File: config.mk
export PLATFORM = sky130hd
export DESIGN_NAME = aes128_round_ctrl_flat
export DESIGN_NICKNAME = d
export VERILOG_FILES = /design/src/rtl/aes128_round_ctrl_if.sv /design/src/rtl/aes128_round_ctrl.sv /design/src/flat_wrapper.sv
export SDC_FILE = /design/constraint.sdc
export NUM_CORES = 1
export LEC_CHECK = 0
export ABC_AREA = 1
export CORE_AREA = 10 10 243 245
export DETAILED_ROUTE_END_ITERATION = 16
export DIE_AREA = 0 0 253 255
export SETUP_SLACK_MARGIN = 0.1
export SLEW_MARGIN = 0
export SYNTH_ARGS = -nofsm -noshare
export SYNTH_HDL_FRONTEND = slang
export SYNTH_SLANG_ARGS = --single-unit
File: constraint.sdc
create_clock -name clk -period 1.6 [get_ports clk]
set_input_delay 0.24 -clock clk [delete_from_list [all_inputs] [get_ports clk]]
set_output_delay 0.24 -clock clk [all_outputs]
set_load 0.005 [all_outputs]
File: src/rtl/aes128_round_ctrl_if.sv
// Handshake and shared-datapath bundle between the AES-128 round controller and its environment.
`timescale 1ns/1ps
interface aes128_round_ctrl_if;
  logic         in_valid;
  logic         in_ready;
  logic [127:0] plain_text;
  logic [3:0]   rk_idx;
  logic [127:0] rk;
  logic [127:0] rnd_in;
  logic         rnd_last;
  logic [127:0] rnd_out;
  logic         out_valid;
  logic         out_ready;
  logic [127:0] cipher_text;
  logic         busy;

  // Environment side: supplies plaintext, round keys, the round datapath and the consumer.
  modport master (
    output in_valid, plain_text, rk, rnd_out, out_ready,
    input  in_ready, rk_idx, rnd_in, rnd_last, out_valid, cipher_text, busy
  );

  modport slave (
    input  in_valid, plain_text, rk, rnd_out, out_ready,
    output in_ready, rk_idx, rnd_in, rnd_last, out_valid, cipher_text, busy
  );
endinterface

File: src/rtl/aes128_round_ctrl.sv
// Iterative AES-128 encrypt sequencer driving one shared combinational round datapath.
// Optional abort input is compiled in when AES_CTRL_ABORT_EN is defined.
`timescale 1ns/1ps
module aes128_round_ctrl (
  input  logic clk,
  input  logic reset,
`ifdef AES_CTRL_ABORT_EN
  input  logic abort,
`endif
  aes128_round_ctrl_if.slave bus
);

  typedef enum logic [1:0] {
    S_IDLE  = 2'd0,
    S_ROUND = 2'd1,
    S_DONE  = 2'd2
  } state_t;

  state_t       r_state;
  logic [3:0]   r_rnd;
  logic [127:0] r_st;
  logic         r_in_ready;
  logic         r_out_valid;
  logic         r_busy;
  logic         r_rnd_last;

  logic         w_final_round;
  logic         w_abort;

  assign w_final_round = (r_rnd == 4'd10);

`ifdef AES_CTRL_ABORT_EN
  assign w_abort = abort && (r_state != S_IDLE);
`else
  assign w_abort = 1'b0;
`endif

  // r_rnd is zero whenever not in ROUND, so it doubles as the key-store index.
  always_ff @(posedge clk or negedge reset) begin
    if (!reset) begin
      r_state     <= S_IDLE;
      r_rnd       <= 4'd0;
      r_st        <= '0;
      r_in_ready  <= 1'b1;
      r_out_valid <= 1'b0;
      r_busy      <= 1'b0;
      r_rnd_last  <= 1'b0;
    end else if (w_abort) begin
      r_state     <= S_IDLE;
      r_rnd       <= 4'd0;
      r_in_ready  <= 1'b1;
      r_out_valid <= 1'b0;
      r_busy      <= 1'b0;
      r_rnd_last  <= 1'b0;
    end else begin
      case (r_state)
        S_IDLE: begin
          if (bus.in_valid) begin
            r_st       <= bus.plain_text ^ bus.rk;
            r_rnd      <= 4'd1;
            r_state    <= S_ROUND;
            r_in_ready <= 1'b0;
            r_busy     <= 1'b1;
            r_rnd_last <= 1'b0;
          end
        end

        S_ROUND: begin
          r_st <= bus.rnd_out;
          if (w_final_round) begin
            r_rnd       <= 4'd0;
            r_state     <= S_DONE;
            r_out_valid <= 1'b1;
            r_rnd_last  <= 1'b0;
          end else begin
            r_rnd      <= r_rnd + 4'd1;
            r_rnd_last <= (r_rnd == 4'd9);
          end
        end

        S_DONE: begin
          if (bus.out_ready) begin
            r_state     <= S_IDLE;
            r_out_valid <= 1'b0;
            r_busy      <= 1'b0;
            r_in_ready  <= 1'b1;
          end
        end

        default: begin
          r_state     <= S_IDLE;
          r_rnd       <= 4'd0;
          r_in_ready  <= 1'b1;
          r_out_valid <= 1'b0;
          r_busy      <= 1'b0;
          r_rnd_last  <= 1'b0;
        end
      endcase
    end
  end

  assign bus.in_ready    = r_in_ready;
  assign bus.rk_idx      = r_rnd;
  assign bus.rnd_in      = r_st;
  assign bus.rnd_last    = r_rnd_last;
  assign bus.out_valid   = r_out_valid;
  assign bus.cipher_text = r_st;
  assign bus.busy        = r_busy;

endmodule

File: src/flat_wrapper.sv
// flat-port wrapper written by rule: the top's interface ports become plain ports
module aes128_round_ctrl_flat 
  (clk, reset, bus_in_valid, bus_plain_text, bus_rk, bus_rnd_out, bus_out_ready, bus_in_ready, bus_rk_idx, bus_rnd_in, bus_rnd_last, bus_out_valid, bus_cipher_text, bus_busy);
  aes128_round_ctrl_if bus_i ();
  input  logic clk;
  input  logic reset;
  input wire logic [$bits(bus_i.in_valid)-1:0] bus_in_valid;
  input wire logic [$bits(bus_i.plain_text)-1:0] bus_plain_text;
  input wire logic [$bits(bus_i.rk)-1:0] bus_rk;
  input wire logic [$bits(bus_i.rnd_out)-1:0] bus_rnd_out;
  input wire logic [$bits(bus_i.out_ready)-1:0] bus_out_ready;
  output wire logic [$bits(bus_i.in_ready)-1:0] bus_in_ready;
  output wire logic [$bits(bus_i.rk_idx)-1:0] bus_rk_idx;
  output wire logic [$bits(bus_i.rnd_in)-1:0] bus_rnd_in;
  output wire logic [$bits(bus_i.rnd_last)-1:0] bus_rnd_last;
  output wire logic [$bits(bus_i.out_valid)-1:0] bus_out_valid;
  output wire logic [$bits(bus_i.cipher_text)-1:0] bus_cipher_text;
  output wire logic [$bits(bus_i.busy)-1:0] bus_busy;
  assign bus_i.in_valid = bus_in_valid;
  assign bus_i.plain_text = bus_plain_text;
  assign bus_i.rk = bus_rk;
  assign bus_i.rnd_out = bus_rnd_out;
  assign bus_i.out_ready = bus_out_ready;
  assign bus_in_ready = bus_i.in_ready;
  assign bus_rk_idx = bus_i.rk_idx;
  assign bus_rnd_in = bus_i.rnd_in;
  assign bus_rnd_last = bus_i.rnd_last;
  assign bus_out_valid = bus_i.out_valid;
  assign bus_cipher_text = bus_i.cipher_text;
  assign bus_busy = bus_i.busy;
  aes128_round_ctrl u_core (.clk(clk), .reset(reset), .bus(bus_i));
endmodule
==> summary.md, run 1 <==
| Metric | Value |
|---|---|
| Status | finished, final reports clean |
| Critical Path AT | 1810 ps |
| Share of the synthesized area in the top cell type | 0.364 |
| Sequential-to-total area share from yosys stat | 0.367 |
| CTS tree | yes |
| Period minus WS final | roughly 1500 ps |
| GP Congestion | 0.874 |
| Cell accounting for the most synthesized area | dfrtp_1 |
| GRT overflow | 0 |
| Placed cells | 2,750 |
| Combinational group share of total power | 0.588 |
| EDFF count, synth | 0 |
| Routed len/inst | between 15 and 20 um |
| DRT Wirelength | 47,900 um |
| DRC viols | 0 |
| Final antenna-violating net count | 0 |
| I/O pin count | between 600 and 700 |
| Root Buffer | clkbuf_16 |
| Power Internal | 15.8 mW |
| Die Width | around 250 um |
| Post-synthesis register bit count | 138 |
| Setup-failing EPs final | 0 |
| Fmax | 688 MHz |
| Cell Rows | 86 |
| Area grow syn2layout | 83.7% |
| Final hold violations | 0 |
| Critical Path RT | 1950 ps |
| Cell count after synthesis | 1,530 |
| XOR/XNOR share of the synthesized area | 0 |
| Period utilisation layout | 0.908 |
| Final nets | 2,576 |
| Die footprint | 64,500 um^2 |
| Worst-path cell chain | inv_4 -> nor2_4 -> inv_6 -> buf_16 -> o21ai_1 -> nand2_1 -> nand2_1 |
| Mux cell area share after synthesis | 0 |
| Crit Reg-Reg Startpoint | u_core.r_state[0] |
| CP max FO | 30 |
| Max incr delay on CP | ~460 ps |
| Clock transition at path regs | 60 ps |
| Simple-Gate Fraction of Synth Area | 0.374 |
| H-tree level count | 4 |
| Worst VDD drop | 0.000778 V |
| Mapped Area | 9420 um^2 |
| Post-synthesis average cell area | 6.16 um^2 |
| Vias in the first global route | 11,400 |
| Post-synth ARST share | 1.00 |
| Via count | ~11,000 |
| Net Switching | 10.7 mW |
| Synthesized Nets | 1,918 |
| Unique cell type count in the Yosys netlist | 18 |
| Largest net degree at the start of global routing | 61 |
| Drt pass-1 iters | 5 |
| Max-slew headroom | 0.714 |
| Port bufs | 651 |
| Sequential power share | 0.262 |
| ANT cells | 0 |
| Clock latency on the worst-skew pair | roughly 470 ps |
| Ys Warns | 0 |
| Most frequent cells after synthesis | nand2_1, nor2_1, inv_1, dfrtp_1, buf_4 |
| Initial antenna violation count | 3 |
| Initial DRC count | 425 |
| CTS Buffer Depth | 2 |
| Worst Skew | approximately 7.7 ps |
| Post-Layout Cell Count | 2,905 |
| Vias per inst | 3.91 |
| # clock sinks | about 140 |
| Post-DP Area | 16,100 um^2 |
| Switching portion of total power | 0.404 |
| Adder-cell share of the synthesized area | 0 |
| First-pass GRT wire length | 67,100 um |
| Worst Setup Path Type | reg2reg |
| Die height | 255 um |
| Worst setup startpoint | u_core.r_state[0] |
| Top_reg_cell synth | dfrtp_1 |
| Hold crit path type | in2async |
| Total track usage | 0.137 |
| Non-Filler Cell Area, Final | 17,300 um^2 |
| Fraction of layout cells with a size suffix above 1 | 0.138 |
| Tot Pwr | 26.5 mW |
| Slew Limit Fails | 0 |
| Most common cell in the netlist | nand2_1 |
| Actual slew at the worst max-slew pin | between 400 and 500 ps |
| Synth top area cells | dfrtp_1, nand2_1, nor2_1 |
| Power Density | 1530 nW/um^2 |
| Compound-Gate Fraction of Synth Area | 0.0724 |
| Slowest cell on the critical path | dfrtp_2 |
| Initial core utilization | 0.173 |
| Max cap viols | 0 |
| Setup crit start kind | register |
| Share of total power in the clock network | 0.150 |
| CORE AREA | roughly 54,000 um^2 |
| Most frequent CP cell | nand2_1 |
| Largest family of logic cells by synthesized area | simple AND/OR/NAND/NOR gates |
| RSZ-0062 raised after global routing | true |
| Num CTS Buffers | 17 |
| Critical path endpoint category | register |
| Leakage | 9.09 nW |
| Post-DP HPWL | 37,100 um |
| Fillers | between 5,000 and 6,000 |
==> placed cells by master (no fill, tap or decap), types with 5 or more instances in the layout <==
| cell | count |
|---|---|
| clkdlybuf4s15_1 | 23 |
| inv_1 | 138 |
| buf_6 | 38 |
| clkdlybuf4s50_1 | 386 |
| o21ai_0 | 44 |
| dlygate4sd2_1 | 168 |
| clkbuf_2 | 17 |
| o21ai_1 | 88 |
| buf_4 | 121 |
| dfrtp_2 | 20 |
| clkdlybuf4s15_2 | 8 |
| nand3_1 | 5 |
| dfrtp_1 | 117 |
| clkinv_2 | 5 |
| buf_2 | 48 |
| clkbuf_16 | 19 |
| nor2_1 | 318 |
| nand2_1 | 607 |
| buf_12 | 9 |
==> critical path, delay by kind of cell, from the launching register on <==
kind	cells	cell delay (ps)
AO/OA/AOI/OAI	1	170
buffers and inverters	3	460
flip-flops	1	460
AND/OR/NAND/NOR	3	210
==> power groups by stage <==
stage / registers (mW) / clock network (mW) / logic, mW
final: 6.95 / 3.97 / 15.6
after CTS: 6.99 / 4.13 / 15.7
after global routing: 7.18 / 4.28 / 17.0
after global placement: 7.47 / 0 / 14.5
after floorplan: 6.73 / 0 / 6.63
after detailed placement: 7.51 / 0 / 14.6
==> sequential cells by signal, indices dropped and copies added (netlist names) <==
signal and cells:
u_core.bus.busy 1, u_core.r_state 2, u_core.bus.in_ready 1, u_core.bus.rk_idx 4
u_core.bus.out_valid 1, u_core.bus.rnd_last 1, u_core.bus.cipher_text 128
==> stage by stage <==
| step | utilization | hold slack (ps) | setup WS (ps) | TNS [ps] |
|---|---|---|---|---|
| after floorplan | - | -55.6 | 398 | 0 |
| after global placement | 0.296 | 195 | -52.0 | -508 |
| after detailed placement | 0.296 | 205 | -73.1 | -1910 |
| after CTS | 0.319 | 255 | 35.6 | 0 |
| after global routing | 0.318 | 299 | 80.7 | 0 |
| final | 0.318 | 278 | 147 | 0 |
==> area by class of cell <==
class | instances | area (um^2) | area share
clock buffers | 17 | 425 | 0.0246
repair buffers | 823 | 7610 | 0.440
inverters | 140 | 533 | 0.0308
clock inverters | 15 | 150 | 0.00868
multi-input cells | 1068 | 4220 | 0.244
well taps | 704 | 881 | 0.0509
flip-flops and latches | 138 | 3480 | 0.201
==> logic make-up (layout without fill, tap and decap cells) <==
family	Yosys count	after routing
simple gates	933	933
buf+inv	324	995
flops	138	138
compound gates	135	135
==> what timing repair did <==
item                                    CTS  global route
hold buffers                              1             0
buffers inserted                        117             3
hold endpoints to repair                 27             0
pin swaps                                 0             0
cloned                                    0             2
gates resized for setup                 511            32
endpoints found under the setup margin  266            60
==> final timing paths <==
path	endpoint	slack, ps	cells past startpoint
worst max-delay path	u_core.bus.cipher_text[89]	150	7
worst min-delay path	u_core.bus.cipher_text[8]	280	2
worst max register to register	u_core.bus.cipher_text[89]	150	7
worst min register to register	u_core.bus.busy	470	2
max in group asynchronous	u_core.bus.in_ready	710	3
min in group clk	u_core.bus.cipher_text[98]	400	5
==> per-layer routing <==
layer | share of wire | track usage
met1 | 0.37 | 0.140
met2 | 0.50 | 0.243
met3 | 0.10 | 0.0570
met4 | 0.031 | 0.0568
met5 | 0.00046 | 0
Power figures use the tool's default switching activity.
==> run 2: changes to the inputs <==
--- a/config.mk
+++ b/config.mk
@@ -6,9 +6,9 @@
 export NUM_CORES = 1
 export LEC_CHECK = 0
 export ABC_AREA = 1
-export CORE_AREA = 10 10 243 245
+export CORE_AREA = 10 10 242 244
 export DETAILED_ROUTE_END_ITERATION = 16
-export DIE_AREA = 0 0 253 255
+export DIE_AREA = 0 0 252 254
 export SETUP_SLACK_MARGIN = 0.1
 export SLEW_MARGIN = 0
 export SYNTH_ARGS = -nofsm -noshare
==> run 2 against run 1 <==
First-iteration DRC count increased by 1.6%. Fmax decreased by 3.8%. Final area increased by 0.57%. Non-clock buffer count decreased by 1. Wire length increased by 0.17%. Flip-flop and latch count unchanged. Register-to-register slack got worse by 20 ps. Die area decreased by 0.79%. Global-route usage increased by 0.48 points. Clock power increased by 5.5%. Via count decreased by 0.11%. Cell count decreased by 0.28%. Critical endpoint is now bus_rnd_in[11]. Largest cell class unchanged.
==> summary.md, run 2 (synthesized netlist as in run 1, its figures left out) <==
| Metric | Value |
|---|---|
| Footprint of the multi-input gates | 4210 um^2 (about the same) |
| Leakage | 9.13 nW (+0.42%) |
| H-tree level count | 4 (unchanged) |
| Actual slew at the worst max-slew pin | 361 ps (-67.8 ps) |
| Worst Setup Path Type | reg2out |
| Initial antenna violation count | 1 (-2) |
| Most common cell after layout, fill and taps aside | nand2_1 |
| Drt pass-1 iters | 5 (unchanged) |
| DRC viols | 0 (unchanged) |
| GP Congestion | 0.842 (-3.7%) |
| Critical path endpoint category | output port |
| Total track usage | 0.142 (+0.00483) |
| Final hold violations | 0 (unchanged) |
| Num CTS Buffers | 17 (unchanged) |
| Die Width | 252 um (-0.40%) |
| Via count | 11,400 (-0.11%) |
| Commonest cells after routing, fill and taps aside | nand2_1, clkdlybuf4s50_1, nor2_1, dlygate4sd2_1, inv_1 |
| Status | finished, final reports clean |
| DRT Wirelength | 47,900 um (+0.17%) |
| Port bufs | 651 (unchanged) |
| RSZ-0062 raised after global routing | true |
| CP max FO | 2 (-93%) |
| Area grow syn2layout | 84.7% |
| Hold Worst Slack | 265 ps (-12.8 ps) |
| Root Buffer | clkbuf_16 |
| Power Density | 1550 nW/um^2 (+0.96%) |
| Clock latency on the worst-skew pair | 470 ps (about the same) |
| Initial DRC count | 432 (+1.6%) |
| Largest net degree at the start of global routing | 60 (-1.6%) |
| Tot Pwr | 26.9 mW (+1.5%) |
| Fraction of layout cells with a size suffix above 1 | 0.135 (-0.00312) |
| Routed len/inst | 16.6 um (+0.45%) |
| Final antenna-violating net count | 0 (unchanged) |
| Final nets | 2,575 (-0.039%) |
| Vias per inst | 3.92 (+0.17%) |
| Slew Limit Fails | 0 (unchanged) |
| Cell Rows | 85 (-1.2%) |
| Initial core utilization | 0.176 (+0.00273) |
| Post-Layout Cell Count | 2,897 (-0.28%) |
| Fmax | 662 MHz (-3.8%) |
| Clock transition at path regs | 60 ps (about the same) |
| Worst Skew | 7.56 ps (-0.177 ps) |
| Worst VDD drop | 0.000806 V (+3.5%) |
| Die footprint | 64,000 um^2 (-0.79%) |
| Post-DP HPWL | 37,700 um (+1.7%) |
| Critical Path RT | 1360 ps (-590 ps) |
| Max-slew headroom | 0.760 (+0.0452) |
| CTS Buffer Depth | 2 (unchanged) |
| Hold crit path type | in2async |
| Max cap viols | 0 (unchanged) |
| Critical Path AT | 1270 ps (-540 ps) |
| Fillers | 5,801 (-2.4%) |
| CORE AREA | 53,600 um^2 (-1.6%) |
| CTS tree | yes |
| Setup-failing EPs final | 0 (unchanged) |
| Period utilisation layout | 0.944 (+0.0355) |
| # clock sinks | 138 (unchanged) |
| Die height | 254 um (-0.39%) |
| Vias in the first global route | 11,900 (+3.9%) |
| Sequential Area | 3470 um^2 (-0.29%) |
| Max reg flops | 128 (unchanged) |
| I/O pin count | 652 (unchanged) |
| Period minus WS final | 1510 ps (+56.8 ps) |
| Setup crit start kind | register |
| GRT overflow | 0 (unchanged) |
| Placed cells | 2,738 (-0.44%) |
| First-pass GRT wire length | 69,200 um (+3.2%) |
## run 2: changes by cell type in the layout (fill, tap and decap cells not counted), sizes merged, moves of 2 or more
cell and delta:
buf +16, clkbuf -13, clkdlybuf4s15 +3, clkinv -2, dlygate4sd2 -4
## run 2: through the flow
stage / util / TNS, ps / cell area, um^2 / setup WS (ps)
after floorplan: - / 0 / 9420 / 398
after global placement: 0.300 / -8.16 / 16100 / -7.16
after detailed placement: 0.300 / -1030 / 16100 / -50.5
after CTS: 0.324 / 0 / 17400 / 35.2
after global routing: 0.325 / 0 / 17400 / 44.5
final: 0.325 / 0 / 17400 / 90.4
## run 2: report_power, final
group / total (mW) / leakage, nW / switching, mW / internal, mW
registers: 6.96 / 1.61 / 1.66 / 5.30
clock network: 4.19 / 0.293 / 1.64 / 2.54
logic: 15.8 / 7.23 / 7.34 / 8.42
total: 26.9 / 9.13 / 10.6 / 16.3
## run 2: final cells by class
type | instances | area share
well taps | 696 | 0.0501
clock buffers | 20 | 0.0263
flip-flops and latches | 138 | 0.199
inverters | 140 | 0.0308
clock inverters | 12 | 0.00949
repair buffers | 822 | 0.442
diodes | 1 | 0.000144
multi-input cells | 1068 | 0.242
## run 2: repair_timing
action | in CTS | in global routing
endpoints found under the setup margin | 265 | 87
hold endpoints to repair | 60 | 0
hold buffers | 1 | 0
gates resized for setup | 567 | 12
setup buffers | 124 | 1
gates cloned | 0 | 2
## run 2: routing by layer
| layer | GRT usage | vias up | part of all wire |
|---|---|---|---|
| li1 | - | 5783 | - |
| met1 | 0.142 | 5065 | 0.37 |
| met2 | 0.258 | 445 | 0.51 |
| met3 | 0.0535 | 67 | 0.086 |
| met4 | 0.0623 | 0 | 0.032 |
| met5 | 0 | - | 0 |
## run 2: worst max-delay path, stage by stage (launching register included)
cell	delay [ps]
dfrtp_1	420
buf_12	160
buf_6	120
buf_6	100
## run 2: final timing paths
kind,from,end,slack [ps],cells after the start
max,u_core.bus.cipher_text[11],bus_rnd_in[11],90,3
min,reset,u_core.bus.cipher_text[26],270,2
max reg2reg,u_core.r_state[0],u_core.bus.cipher_text[8],130,7
min in group clk,bus_rnd_out[126],u_core.bus.cipher_text[126],400,5
max in group asynchronous,reset,u_core.bus.cipher_text[116],760,3
min reg2reg,u_core.bus.busy,u_core.bus.busy,470,2
